$ cat src/rtl/led_pwm_driver.sv
// Frame-aligned PWM output stage for eight board LEDs, with optional linear
// per-channel fading and a global blink gate applied on top of the PWM.
module led_pwm_driver #(
    parameter int unsigned CLK_DIV   = 50,
    parameter int unsigned FADE_STEP = 4
) (
    input  logic       PCLK,
    input  logic       PRESET,
    input  logic [7:0] LED_IN,
    input  logic [7:0] BRIGHT,
    input  logic       FADE_EN,
    input  logic       BLINK_EN,
    input  logic [7:0] BLINK_HALF,
    output logic [7:0] LED_OUT,
    output logic       FRAME,
    output logic       BUSY
);

    localparam logic [15:0] DIV_LAST = 16'(CLK_DIV - 1);
    localparam logic [8:0]  STEP     = 9'(FADE_STEP);

    logic [15:0] div_q, div_d;
    logic [7:0]  pwm_q, pwm_d;
    logic [7:0]  lvl_q [8];
    logic [7:0]  lvl_d [8];
    logic [7:0]  tgt   [8];
    logic [8:0]  up_s  [8];
    logic [8:0]  dn_s  [8];
    logic [7:0]  bcnt_q, bcnt_d;
    logic        phase_q, phase_d;
    logic [7:0]  led_q, led_d;
    logic        frame_q;
    logic        tick;
    logic        fs;
    logic [7:0]  half_last;

    assign tick      = (div_q == DIV_LAST);
    assign fs        = tick && (pwm_q == 8'hFF);
    assign half_last = (BLINK_HALF == 8'd0) ? 8'd0 : BLINK_HALF - 8'd1;

    always_comb begin
        div_d = tick ? 16'd0 : div_q + 16'd1;
        pwm_d = tick ? pwm_q + 8'd1 : pwm_q;
    end

    // Fade arithmetic is 9 bits wide so the clamp sees overflow and underflow.
    always_comb begin
        // NOTE: every signal driven here gets a default first, so no latch can be inferred.
        BUSY = 1'b0;
        for (int i = 0; i < 8; i++) begin
            tgt[i]   = LED_IN[i] ? BRIGHT : 8'd0;
            up_s[i]  = {1'b0, lvl_q[i]} + STEP;
            dn_s[i]  = {1'b0, lvl_q[i]} - STEP;
            lvl_d[i] = lvl_q[i];
            BUSY     = BUSY | (lvl_q[i] != tgt[i]);
            if (fs) begin
                if (!FADE_EN) begin
                    lvl_d[i] = tgt[i];
                end else if (lvl_q[i] < tgt[i]) begin
                    lvl_d[i] = (up_s[i] > {1'b0, tgt[i]}) ? tgt[i] : up_s[i][7:0];
                end else if (lvl_q[i] > tgt[i]) begin
                    lvl_d[i] = (dn_s[i][8] || (dn_s[i][7:0] < tgt[i])) ? tgt[i] : dn_s[i][7:0];
                end
            end
        end
    end

    always_comb begin
        bcnt_d  = bcnt_q;
        phase_d = phase_q;
        if (!BLINK_EN) begin
            bcnt_d  = 8'd0;
            phase_d = 1'b1;
        end else if (fs) begin
            if (bcnt_q >= half_last) begin
                bcnt_d  = 8'd0;
                phase_d = !phase_q;
            end else begin
                bcnt_d = bcnt_q + 8'd1;
            end
        end
        for (int i = 0; i < 8; i++) begin
            led_d[i] = phase_q && (pwm_q < lvl_q[i]);
        end
    end

    // NOTE: state uses non-blocking assignments so every flop updates together at the edge.
    always_ff @(posedge PCLK) begin
        if (PRESET) begin
            div_q   <= 16'd0;
            pwm_q   <= 8'd0;
            bcnt_q  <= 8'd0;
            phase_q <= 1'b1;
            led_q   <= 8'd0;
            frame_q <= 1'b0;
            // NOTE: lvl_q is a small register array rather than a RAM, so it is reset with the rest.
            for (int i = 0; i < 8; i++) begin
                lvl_q[i] <= 8'd0;
            end
        end else begin
            div_q   <= div_d;
            pwm_q   <= pwm_d;
            bcnt_q  <= bcnt_d;
            phase_q <= phase_d;
            led_q   <= led_d;
            frame_q <= fs;
            for (int i = 0; i < 8; i++) begin
                lvl_q[i] <= lvl_d[i];
            end
        end
    end

    assign LED_OUT = led_q;
    assign FRAME   = frame_q;

endmodule
$ cat config.mk
export PLATFORM = sky130hd
export DESIGN_NAME = led_pwm_driver
export DESIGN_NICKNAME = d
export VERILOG_FILES = /design/src/rtl/led_pwm_driver.sv
export SDC_FILE = /design/constraint.sdc
export NUM_CORES = 1
export LEC_CHECK = 0
export ABC_AREA = 1
export BUFFER_PORTS_ARGS = -buffer_cell sky130_fd_sc_hd__buf_2
export CAP_MARGIN = 15
export CELL_PAD_IN_SITES_DETAIL_PLACEMENT = 0
export CELL_PAD_IN_SITES_GLOBAL_PLACEMENT = 1
export CORE_ASPECT_RATIO = 0.75
export CORE_UTILIZATION = 46
export DETAILED_ROUTE_END_ITERATION = 8
export HOLD_SLACK_MARGIN = 0.02
export PLACE_DENSITY = 0.82
export SYNTH_ARGS = -nofsm -noshare
export SYNTH_HDL_FRONTEND = slang
export SYNTH_SLANG_ARGS = --single-unit
$ cat constraint.sdc
create_clock -name PCLK -period 3.1 [get_ports PCLK]
set_input_delay 0.31 -clock PCLK [delete_from_list [all_inputs] [get_ports PCLK]]
set_output_delay 0.31 -clock PCLK [all_outputs]
set_load 0.1 [all_outputs]
# [Yosys cells after proc, flatten, opt, wreduce, memory -nomap -nowiden]
# Memories as Yosys holds them, arrays and structs flattened.
# Index checks and enable logic that the tools add are counted.
[word_totals] regBits=42 ramBits=64 out_inout_bits=10 word_cells=185 mem_count=1
[memory_table] memory="lvl_q" depth=8 word_bits=8 read_ports=8 rd_ports_with_merged_regs=0 wr=8 line="24" rtl="logic [7:0] lvl_q [8];"
[op_classes] addsub=20 n_lt_le_gt_ge=41 n_eq_ne=10 muxes=69 n_bitwise=16 reduce_logical=22
[op_table] cell="$mux 8" count=66
[op_table] cell="$lt 8x8->1" count=24
[op_table] cell="$add 8x3->9 const B" count=8
[op_table] cell="$gt 9x8->1" count=8
[op_table] cell="$sub 8x3->9 const B" count=8
[op_table] cell="$gt 8x8->1" count=8
[op_table] cell="$ne 8x8->1" count=8
[op_table] cell="$add 16x1->16 const B" count=1
[op_table] cell="$add 8x1->8 const B" count=2
[op_table] cell="$eq 16x6->1 const B" count=1
[op_table] cell="$or 1x1->1" count=15
[op_table] cell="$logic_and 1x1->1" count=9
[op_table] cell="$eq 8x8->1 const B" count=1
[op_table] cell="$ge 8x8->1" count=1
[op_table] cell="$logic_not 8->1" count=1
[op_table] cell="$logic_or 1x1->1" count=8
[op_table] cell="$sub 8x1->8 const B" count=1
[op_table] cell="$reduce_or 2->1" count=2
[op_table] cell="$mux 1" count=3
[op_table] cell="$reduce_and 2->1" count=1
[op_table] cell="$logic_not 1->1" count=1
[op_table] cell="$not 1->1" count=1

# [Depth between registers and ports, before layout]
# Gate-level depths: netlist of the first run.
[depth] word_depth=9 mapped_depth=20

# [Least setup slack after synthesis of the first run]
# No wires, ideal clock.
[synth_path] kind="register -> register" start="memory lvl_q[4][2] (netlist: lvl_q[1][2])" end="memory lvl_q[4][0] (netlist: lvl_q[1][0])" arrival_ns=2.575 required_time_ns=2.972 setup_slack_ns=0.397 stages_incl_launch_ff=18 path_buffers=1 cell_sequence="dfxtp_1 > inv_1 > nor3_1 > nand3_1 > xor2_1 > inv_1 > ha_1 > inv_1 > nor2_1 > nand4_1 > or2_2 > clkbuf_1 > nand2_1 > nand3_1 > nand3_1 > nand2_1 > nand2_1 > nor2_1"
[synth_lines] element="from (decl)" line="24"

==> results of run 1 <==
report_power, final:
group / switching, W / internal [W] / total, W
clock: 0.000680 / 0.000657 / 0.00134
sequential: 0.00000265 / 0.00136 / 0.00137
combinational: 0.000534 / 0.000237 / 0.000771
metal layers:
layer  part of all wire  global-route usage
met1               0.51               0.451
met2               0.40               0.437
met3              0.082              0.0624
met4              0.017              0.0605
met5                  0                   0
per-stage QoR:
| stage | util | setup slack, ns | total power (W) |
|---|---|---|---|
| CTS | 0.512 | 0.0970 | 0.00350 |
| finish | 0.513 | 0.178 | 0.00347 |
| global placement | 0.500 | 0.188 | 0.00214 |
| global route | 0.513 | 0.0108 | 0.00366 |
| detailed placement | 0.500 | 0.156 | 0.00215 |
| floorplan | - | 0.397 | 0.00192 |
registers in the layout, indices dropped and copies added, names as in the netlist:
name / count
lvl_q: 64
div_q: 16
LED_OUT: 8
bcnt_q: 8
pwm_q: 8
FRAME: 1
phase_q: 1
repair_timing:
| item | in CTS | in global routing |
|---|---|---|
| setup endpoints to repair | 0 | 22 |
| hold endpoints to repair | 0 | 0 |
| gates resized for setup | 0 | 13 |
| hold buffers | 0 | 0 |
final cells by class:
cell class	count	area, µm²	area share
Antenna cell	1	2.50	0.000166
Sequential cell	106	2130	0.142
Inverter	304	1140	0.0759
Timing Repair Buffer	88	583	0.0388
Clock buffer	9	225	0.0150
Multi-Input combinational cell	1792	10400	0.689
Tap cell	392	490	0.0326
Clock inverter	7	106	0.00707
Yosys cell counts, types with 9 or more instances:
library cell	number
dfxtp_1	106
ha_1	245
nand2_1	570
inv_2	9
inv_1	294
nand3b_1	9
nand3_1	254
o21ai_0	62
clkbuf_1	44
nor4_1	12
nand4_1	47
o211ai_1	9
nor2_1	225
a21oi_1	187
xor2_1	53
o21a_1	10
nor3_1	52
cell families (layout without fill, tap and decap cells):
| logic type | after synthesis | in the layout | synth area share |
|---|---|---|---|
| buf+inv | 358 | 408 | 0.0988 |
| other cells | 0 | 1 | 0 |
| simple gates | 1189 | 1189 | 0.372 |
| flops | 106 | 106 | 0.154 |
| compound gates | 297 | 297 | 0.116 |
| fa+ha+maj | 245 | 245 | 0.222 |
| xor+xnor | 61 | 61 | 0.0387 |
worst max path at each step:
stage / to / slack [ns] / cells after the start
floorplan: lvl_q[1][0] / 0.40 / 17
global placement: BUSY / 0.19 / 11
detailed placement: lvl_q[1][1] / 0.16 / 16
CTS: BUSY / 0.1 / 10
global route: lvl_q[0][16] / 0.01 / 16
finish: BUSY / 0.18 / 8
worst max-delay path: cells and delay by family (launching register included):
family	cells	cell delay, ns
and+or+nand+nor	4	0.83
buffers and inverters	3	0.64
DFF	1	0.46
adders and majority gates	1	0.28
==> impl_metrics.tcl, run 1 <==
set metrics [dict create \
    whs_ns 0.277 \
    drt_first_pass_iters 8 \
    coreArea_mm2 0.0293 \
    slew_headroom 0.493 \
    vias 14863 \
    start_util 0.471 \
    path_class "reg2out" \
    grt_use_total 0.301 \
    cp-startpoint "lvl_q[1][10]" \
    cap_violations 0 \
    clock-skew-final_ns 0.0237 \
    drc_errors 0 \
    outcome "finished clean" \
    gp_congestion 0.979 \
    portBuffers 37 \
    antenna_left 0 \
    drt_iter0_drc 1344 \
    htree_levels 3 \
    final_cells 2699 \
    grt_pass1_wl_um 73600 \
    area_growth_pct 8.77 \
    num_rows 54 \
    reg2regPathDepth 16 \
    finalSetupTns_ns 0 \
    worstHoldPathCells 3 \
    synth_top_flop_cell "dfxtp_1" \
    power.leakage_nw 7.57 \
    worstSkewPairLatency_ns 0.40 \
    hold_class "in2reg" \
    dpl.cell_count 2682 \
    num_io_pins 38 \
    die_h_um 152 \
    synth_edf_count 0 \
    peakVddDrop_mv 0.260 \
    final_common_cell "nand2_1" \
    dpl_cell_area_mm2 0.0147 \
    ys_types 41 \
    clk_pin_slew_worst_paths_ns 0.09 \
    slew_violations 0 \
    routed_wl_um 45200 \
    min_to "bcnt_q[7]" \
    worstMarginPinSlew_ns 0.761 \
    powerDensity_mw_per_mm2 231 \
    critPathLaunchType "register" \
    critPathArrivalTime_ns 2.61 \
    timing_hold_violations_final 0 \
    clock_path_buffers 2 \
    synth_top_area_frac 0.222 \
    synth_area_mm2 0.0138 \
    design_area_mm2 0.0150 \
    period_needed_ns 2.92 \
    via_per_inst 5.51 \
    synth_seq_cells 106 \
    setup_viol 0 \
    worstPathRequired_ns 2.79 \
    postCtsSetupBuffers 0 \
    fin_crit_sh 0.943 \
    crit_slowest_cell "dfxtp_1" \
    ff2ff_setup_slack_ns 0.29 \
    tritoncts "yes" \
    crit_chain "inv_1 -> buf_4 -> ha_1 -> nor2_1 -> nand4_1 -> nor3_1 -> nand2_1 -> clkbuf_4" \
    syn_nets 2529 \
    hp-start "BLINK_EN" \
    fillerInstances 3017 \
    cts_root_buf "clkbuf_16" \
    clock-sinks 106 \
    synthArstFlopShare 0 \
    synth-seq-area-share 0.154 \
    synthCells 2256 \
    grt_max_degree 56 \
    fmaxAchievable_mhz 342 \
    synth_area_leaders "ha_1 22%, nand2_1 15%, dfxtp_1 15%, nand3_1 9.2%, inv_1 8.0%" \
    yosysWarnings 0 \
    slowest_delay_ns 0.46 \
    wl_per_cell_um 16.7 \
    rsz0062_at_grt "false" \
    dieArea_mm2 0.0308 \
    layout.nets 2574 \
    fp.dieW_um 202 \
    cp_max_fo 6 \
    cts-buffers-inserted 9 \
    end_kind "primary output" \
    r2r_start "lvl_q[1][18]" \
    yosys.area.top_type "ha_1" \
    layout_common_cells "567 x nand2_1, 293 x inv_1, 254 x nand3_1" \
    grt.overflow.total 0 \
    r2r-end "lvl_q[1][16]" \
    antenna_found_initial 0 \
    grt_pass1_vias 13699 \
    dpl.hpwl_um 34600 \
    syn_avg_cell_area_um2 6.13 \
    drive_gt1_frac 0.0611 \
]
Note: power is estimated with default switching activity, not from simulation.
==> run 2: changes to the inputs <==
--- a/config.mk
+++ b/config.mk
@@ -11,10 +11,10 @@
 export CELL_PAD_IN_SITES_DETAIL_PLACEMENT = 0
 export CELL_PAD_IN_SITES_GLOBAL_PLACEMENT = 1
 export CORE_ASPECT_RATIO = 0.75
-export CORE_UTILIZATION = 46
+export CORE_UTILIZATION = 50
 export DETAILED_ROUTE_END_ITERATION = 8
 export HOLD_SLACK_MARGIN = 0.02
-export PLACE_DENSITY = 0.82
+export PLACE_DENSITY = 0.88
 export SYNTH_ARGS = -nofsm -noshare
 export SYNTH_HDL_FRONTEND = slang
 export SYNTH_SLANG_ARGS = --single-unit
==> constraint.sdc (replaced) <==
create_clock -name PCLK -period 3.76 [get_ports PCLK]
set_input_delay 0.376 -clock PCLK [delete_from_list [all_inputs] [get_ports PCLK]]
set_output_delay 0.376 -clock PCLK [all_outputs]
set_load 0.1 [all_outputs]
==> run 2 against run 1 <==
Against the previous run: wire length is 2.2% lower; clock skew is 0.013 ns lower; non-clock buffer count is 35 lower; utilization is 2.8 points higher; combinational power is 20% lower; sequential power is 18% lower; die area is 7.9% lower; first-iteration DRC count is 8.2% lower; setup slack better by 0.38 ns; flip-flop and latch count stayed put; largest cell class unchanged.
==> impl_metrics.tcl, run 2 (synthesis results as in run 1) <==
set metrics [dict create \
    use_met3 0.0549 \
    postCtsSetupBuffers 0 \
    r2r_start "lvl_q[1][2]" \
    dpl.hpwl_um 33500 \
    via_per_inst 5.66 \
    grt_max_degree 54 \
    outcome "finished clean" \
    final_cells 2623 \
    final_common_cell "nand2_1" \
    design_area_mm2 0.0146 \
    clk_pin_slew_worst_paths_ns 0.08 \
    clock-sinks 106 \
    powerDensity_mw_per_mm2 190 \
    antenna_found_initial 1 \
    path_class "reg2out" \
    num_io_pins 38 \
    fin_total_pwr_w 0.00279 \
    dpl_cell_area_mm2 0.0143 \
    worstPathRequired_ns 3.38 \
    slew_headroom 0.514 \
    worstHoldPathCells 4 \
    antenna_left 0 \
    grt_pass1_vias 13433 \
    clock_path_buffers 2 \
    regMostFlops "lvl_q" \
    crit_chain "inv_1 -> ha_1 -> inv_1 -> nand2_1 -> nor3_1 -> nand3_1 -> nor3_1 -> nand2_1 -> buf_2" \
    fmaxAchievable_mhz 312 \
    cts-buffers-inserted 9 \
    grt_pass1_wl_um 71400 \
    tritoncts "yes" \
    drc_errors 0 \
    cts_root_buf "clkbuf_16" \
    cts_resized 0 \
    grt_use_total 0.315 \
    worstSkewPairLatency_ns 0.38 \
    wl_per_cell_um 16.9 \
    critPathLaunchType "register" \
    clock-skew-final_ns 0.0110 \
    hold_class "in2reg" \
    timing_hold_violations_final 0 \
    cap_violations 0 \
    critPathArrivalTime_ns 2.83 \
    portBuffers 37 \
    layout.nets 2539 \
    postCtsHoldBufs 0 \
    grt_busiest_layer "met1" \
    rsz0062_at_grt "false" \
    finalSetupTns_ns 0 \
    grtUsageMet1 0.469 \
    coreArea_mm2 0.0271 \
    gp_congestion 0.982 \
    dpl.cell_count 2606 \
    end_kind "primary output" \
    slew_violations 0 \
    setup_viol 0 \
    place_ws_ns 0.635 \
    hp-start "PRESET" \
    largest_register_ffs 64 \
    grtUsageMet2 0.451 \
    slowest_delay_ns 0.45 \
    layout_common_cells "570 x nand2_1, 294 x inv_1, 254 x nand3_1" \
    die_h_um 146 \
    drt_first_pass_iters 7 \
    drt_iter0_drc 1234 \
    fin_ws_ns 0.554 \
    worstMarginPinSlew_ns 0.728 \
    fillerInstances 2766 \
    fin_crit_sh 0.853 \
    drive_gt1_frac 0.0410 \
    crit_slowest_cell "dfxtp_1" \
    reg2regPathDepth 16 \
    peakVddDrop_mv 0.221 \
    period_needed_ns 3.21 \
    vias 14859 \
    dieArea_mm2 0.0283 \
    start_util 0.511 \
    cp-startpoint "lvl_q[1][18]" \
    top_regs "lvl_q x64, div_q x16" \
    fp.dieW_um 194 \
    htree_levels 3 \
    grt.overflow.total 0 \
    power.leakage_nw 7.39 \
    cp_max_fo 7 \
    routed_wl_um 44200 \
    area_growth_pct 5.96 \
    num_rows 52 \
]
## run 2: worst max-delay path: cells and delay by family, from the launching register on
family | cells | cell delay, ns
simple gates | 5 | 1.09
buf+inv | 3 | 0.60
fa+ha+maj | 1 | 0.31
flops | 1 | 0.45
## run 2: final timing paths
check / to / slack (ns)
worst min-delay path: lvl_q[0][9] / 0.34
worst max register to register: lvl_q[1][1] / 0.58
worst max-delay path: BUSY / 0.55
worst min register to register: div_q[0] / 0.48
## run 2: layout make-up
| type | instances | area (µm²) | share of cell area |
|---|---|---|---|
| Multi-Input combinational cell | 1792 | 10300 | 0.706 |
| Sequential cell | 106 | 2120 | 0.145 |
| Inverter | 304 | 1140 | 0.0779 |
| Tap cell | 351 | 439 | 0.0300 |
| Timing Repair Buffer | 53 | 305 | 0.0208 |
| Clock buffer | 10 | 229 | 0.0156 |
| Clock inverter | 6 | 72.6 | 0.00495 |
| Antenna cell | 1 | 2.50 | 0.000171 |
## run 2: report_power, final
part	internal (W)	switching, W	leakage (nW)	total [W]
combinational	0.000184	0.000430	6.38	0.000615
clock	0.000529	0.000520	0.149	0.00105
sequential	0.00112	0.00000221	0.854	0.00113
total	0.00184	0.000952	7.39	0.00279
## run 2: per-layer routing
| metal | vias up | wire length [µm] |
|---|---|---|
| met4 | 0 | 1220 |
| met2 | 574 | 17400 |
| met1 | 6729 | 21900 |
| met3 | 74 | 3700 |
| li1 | 7482 | - |
| met5 | - | 0 |
## run 2: per-stage QoR
step                hold slack (ns)   util
finish                        0.340  0.541
global route                  0.367  0.541
CTS                           0.324  0.541
detailed placement            0.459  0.530
global placement              0.449  0.530
floorplan                     0.433      -
